## src/rtl/alarm_sequencer.sv

```systemverilog
// Arm/disarm sequencer with exit and entry delays, latched alarm, pulsed siren
// and saturating alarm-event counter. Optional panic input: ALARM_PANIC_EN.
module alarm_sequencer #(
   parameter int EXIT_DLY  = 16,
   parameter int ENTRY_DLY = 8,
   parameter int SIREN_DIV = 4,
   parameter int CNT_W     = 8
) (
   input  logic             clk,
   input  logic             rst_n,
   input  logic             trig,
   input  logic             arm,
   input  logic             disarm,
   input  logic             panic,
   output logic [2:0]       state,
   output logic             armed,
   output logic             alarm_active,
   output logic             siren,
   output logic [CNT_W-1:0] event_cnt
);

   typedef enum logic [2:0] {
      S_DISARMED = 3'd0,
      S_EXIT     = 3'd1,
      S_ARMED    = 3'd2,
      S_ENTRY    = 3'd3,
      S_ALARM    = 3'd4
   } state_t;

   localparam logic [7:0]       EXIT_LOAD  = 8'(EXIT_DLY - 1);
   localparam logic [7:0]       ENTRY_LOAD = 8'(ENTRY_DLY - 1);
   localparam logic [7:0]       DIV_LAST   = 8'(SIREN_DIV - 1);
   localparam logic [CNT_W-1:0] CNT_MAX    = {CNT_W{1'b1}};

   state_t           state_reg, state_next;
   logic [7:0]       timer_reg, timer_next;
   logic [7:0]       presc_reg, presc_next;
   logic             siren_reg, siren_next;
   logic             armed_reg, armed_next;
   logic             alarm_reg, alarm_next;
   logic [CNT_W-1:0] cnt_reg, cnt_next;
   logic             enter_alarm;
   logic             panic_req;

`ifdef ALARM_PANIC_EN
   assign panic_req = panic;
`else
   logic unused_panic;
   assign panic_req    = 1'b0;
   assign unused_panic = panic;
`endif

   always_ff @(posedge clk or negedge rst_n) begin
      if (!rst_n) begin
         state_reg <= S_DISARMED;
         timer_reg <= 8'd0;
         presc_reg <= 8'd0;
         siren_reg <= 1'b0;
         armed_reg <= 1'b0;
         alarm_reg <= 1'b0;
         cnt_reg   <= '0;
      end else begin
         state_reg <= state_next;
         timer_reg <= timer_next;
         presc_reg <= presc_next;
         siren_reg <= siren_next;
         armed_reg <= armed_next;
         alarm_reg <= alarm_next;
         cnt_reg   <= cnt_next;
      end
   end

   // Branch order encodes priority: disarm, panic, timer expiry, trig, arm.
   always_comb begin
      state_next = state_reg;
      timer_next = timer_reg;
      case (state_reg)
         S_DISARMED: begin
            if (!disarm && panic_req) begin
               state_next = S_ALARM;
            end else if (!disarm && arm) begin
               state_next = S_EXIT;
               timer_next = EXIT_LOAD;
            end
         end
         S_EXIT: begin
            if (disarm)                  state_next = S_DISARMED;
            else if (panic_req)          state_next = S_ALARM;
            else if (timer_reg == 8'd0)  state_next = S_ARMED;
            else                         timer_next = timer_reg - 8'd1;
         end
         S_ARMED: begin
            if (disarm) begin
               state_next = S_DISARMED;
            end else if (panic_req) begin
               state_next = S_ALARM;
            end else if (trig) begin
               state_next = S_ENTRY;
               timer_next = ENTRY_LOAD;
            end
         end
         S_ENTRY: begin
            if (disarm)                  state_next = S_DISARMED;
            else if (panic_req)          state_next = S_ALARM;
            else if (timer_reg == 8'd0)  state_next = S_ALARM;
            else                         timer_next = timer_reg - 8'd1;
         end
         S_ALARM: begin
            if (disarm) state_next = S_DISARMED;
         end
         default: state_next = S_DISARMED;
      endcase
   end

   always_comb begin
      enter_alarm = (state_next == S_ALARM) && (state_reg != S_ALARM);
      presc_next  = 8'd0;
      siren_next  = 1'b0;
      cnt_next    = cnt_reg;
      armed_next  = (state_next == S_ARMED) || (state_next == S_ENTRY);
      alarm_next  = (state_next == S_ALARM);
      // Siren starts high on the first alarm cycle, then toggles each SIREN_DIV cycles.
      if (state_next == S_ALARM) begin
         if (enter_alarm) begin
            siren_next = 1'b1;
         end else if (presc_reg == DIV_LAST) begin
            siren_next = ~siren_reg;
         end else begin
            presc_next = presc_reg + 8'd1;
            siren_next = siren_reg;
         end
      end
      if (enter_alarm && (cnt_reg != CNT_MAX)) begin
         cnt_next = cnt_reg + CNT_W'(1);
      end
   end

   assign state        = state_reg;
   assign armed        = armed_reg;
   assign alarm_active = alarm_reg;
   assign siren        = siren_reg;
   assign event_cnt    = cnt_reg;

endmodule
```

## config.mk

```make
export PLATFORM = sky130hd
export DESIGN_NAME = alarm_sequencer
export DESIGN_NICKNAME = d
export VERILOG_FILES = /design/src/rtl/alarm_sequencer.sv
export SDC_FILE = /design/constraint.sdc
export NUM_CORES = 1
export LEC_CHECK = 0
export BUFFER_PORTS_ARGS = -buffer_cell sky130_fd_sc_hd__buf_2
export CAP_MARGIN = 25
export CORE_MARGIN = 2
export CORE_UTILIZATION = 35
export CTS_CLUSTER_DIAMETER = 150
export CTS_CLUSTER_SIZE = 40
export DETAILED_ROUTE_END_ITERATION = 10
export GPL_ROUTABILITY_DRIVEN = 0
export PLACE_DENSITY = 0.55
export SYNTH_ARGS = -nofsm -noshare
export SYNTH_HDL_FRONTEND = slang
export SYNTH_SLANG_ARGS = --single-unit
```

## constraint.sdc

```tcl
create_clock -name clk -period 3.5 [get_ports clk]
set_clock_uncertainty 0.2 [all_clocks]
set_input_delay 0.35 -clock clk [delete_from_list [all_inputs] [get_ports clk]]
set_output_delay 0.35 -clock clk [all_outputs]
set_load 0.005 [all_outputs]
```

==> qor.csv <==
metric,value,unit
status,finished clean,
num_io_pins,20,
start_util,0.362,
yosys.cell_types.count,44,
cts.sinks,30,
post_dp_cell_area,1700,um2
pwr-share-seq,0.435,
maxCapViolCount,0,
synthAdderAreaFrac,0.0240,
switching_power,0.215,mW
syn-num-nets,159,
hp-class,in -> reg,
synthCells,150,
rrSetupSlack,1.23,ns
grt_usage,0.144,
worstReg2RegEnd,event_cnt[1],
cp-startpoint,timer_reg[0],
min_from,disarm,
crit_type,reg -> reg,
firstDrtPassIters,4,
synthArstFlopShare,1.00,
final_area,1850,um2
cts_buffer_depth,2,
fin_crit_sh,0.647,
insertion_delay,0.28,ns
yosys.area_share.simple,0.266,
wl,3.16,mm
fp.dieH,70.9,um
die_area,5020,um2
intPower,0.715,mW
wl_per_cell,14.0,um
critPathCaptureType,flop,
syn_avg_cell_area,10.4,um2
p_per_area,503,nW/um2
hold_violations,0,
finalSetupViolCount,0,
synthTopCellsByArea,"dfrtp_1, xor2_1, nor2_1",
synth_compound_area_frac,0.113,
ys_seq_elements,30,
drive_gt1_frac,0.225,
fp-row-count,24,
yosysWarningCount,0,
post-route-util,0.427,
vdd_drop_max,0.353,mV
multi_input_area,778,um2
drv_slew,0,
antenna_found_initial,0,
final_cell_mix,"dfrtp_1, nor2_1, buf_2",
syn_area,1570,um2
vias,1196,
grt_pass1_vias,1218,
tritoncts,yes,
clock-root-buffer,clkbuf_8,
synth_edf_count,0,
coreArea,4320,um2
slew_headroom,0.556,
rsz0062_at_grt,no,
cts_buffers,5,
num_antenna_cells,0,
ant_nets,0,
required,3.47,ns
vias_per_cell,5.32,
synth_area_leader_cell,dfrtp_1,
final_common_cell,dfrtp_1,
synth_top_area_share,0.480,
synth_ff_type,dfrtp_1,
crit_path_end,event_cnt[1],
grt_pass1_wl,5.64,mm
htree_levels,2,
register_area,751,um2
drtIter0Drc,81,
finish.net_count,181,
syn_to_final_growth,18.1,%
grt-ovfl-total,0,
swShare,0.231,
fill_cells,441,
setup_tns,0,ns
synth_top_family_by_area,simple AND/OR/NAND/NOR gates,
reg2regPathDepth,6,
cts_setup_buffers,0,
clk_pin_slew,0.06,ns
drc_errors,0,
power.leakage,0.860,nW
die_w,70.9,um
power,0.930,mW
tightest_slew,0.667,ns
arrival,2.23,ns
period_needed,2.27,ns
startpoint_type,flop,
pwr-share-clk,0.468,
rr_startpoint,timer_reg[0],
io_buffers,18,
synthMuxAreaShare,0.0216,
synth_sequential_area_ratio,0.480,
fmax,441,MHz
hpwlAfterDp,2.31,mm
synthXorXnorAreaFrac,0.0727,
worstPathMaxFanout,6,
grt_max_degree,31,
comb_power_share,0.097,
-- how the worst min path moves through the flow --
stage / to / slack [ns] / cells after the start
detailed placement: presc_reg[5] / 0.23 / 1
finish: state[2] / 0.14 / 2
floorplan: alarm_active / -0.15 / 0
global placement: alarm_active / 0.23 / 1
CTS: state[2] / 0.12 / 2
global route: alarm_active / 0.15 / 2
-- final cells by class --
type                    instances  area share
flip-flops and latches         30       0.406
clock inverters                 2      0.0325
inverters                       3     0.00609
well taps                      52      0.0352
repair buffers                 19      0.0542
clock buffers                   6      0.0447
multi-input cells             113       0.421
-- Yosys cell counts (2+ instances only) --
library cell and count:
dfrtp_1 30, nor2_1 19, xor2_1 11, nand3_1 9
a21oi_1 8, nand2_1 8, nor3_1 6, and2_1 3
and3_1 3, ha_1 3, inv_1 3, mux2_2 3
nand4_1 3, a21o_1 2, a31oi_1 2, buf_2 2
nand2b_1 2, nor4b_1 2, o211ai_1 2, o21ai_0 2
or2_2 2, or3b_2 2, xnor2_1 2
-- critical path: stages (launching register included) --
cell and delay [ns]:
dfrtp_1 0.38, inv_1 0.09, ha_1 0.25, nor4b_4 0.39, nand4b_4 0.20, nor2_1 0.27, mux2_2 0.37
-- cells by family (layout without fill, tap and decap cells) --
family                   count (synthesis)  after routing
AO/OA/AOI/OAI                           25             25
buffers and inverters                    7             30
AND/OR/NAND/NOR                         69             69
flip-flops                              30             30
adder cells (fa/ha/maj)                  3              3
multiplexers                             3              3
XOR/XNOR                                13             13
-- layer usage --
| layer | vias to the layer above | GRT usage | routed length, um |
|---|---|---|---|
| met1 | 577 | 0.184 | 1500 |
| met4 | 0 | 0.0545 | 51 |
| met2 | 21 | 0.221 | 1470 |
| met5 | - | 0 | 0 |
| met3 | 5 | 0.0570 | 138 |
| li1 | 593 | - | - |
-- repair_timing --
item                                   CTS  global route
resized for setup                        0             0
endpoints found under the hold margin   30             0
hold buffers                             1             0
-- per-stage QoR --
stage / setup slack [ns] / cells / hold WS (ns)
after global routing: 1.09 / 225 / 0.150
after global placement: 1.28 / 216 / 0.229
after detailed placement: 1.23 / 216 / 0.230
after CTS: 1.23 / 225 / 0.124
after floorplan: 1.46 / 150 / -0.146
final: 1.23 / 225 / 0.137
-- power by group through the flow --
stage | Sequential (mW) | Clock [mW] | Combinational [mW]
6_report | 0.404 | 0.436 | 0.0900
5_1_grt | 0.409 | 0.465 | 0.103
4_1_cts | 0.403 | 0.446 | 0.0916
3_5_place_dp | 0.410 | 0 | 0.0901
3_3_place_gp | 0.409 | 0 | 0.0868
2_1_floorplan | 0.402 | 0 | 0.0699
(Power assumes the default switching activity.)
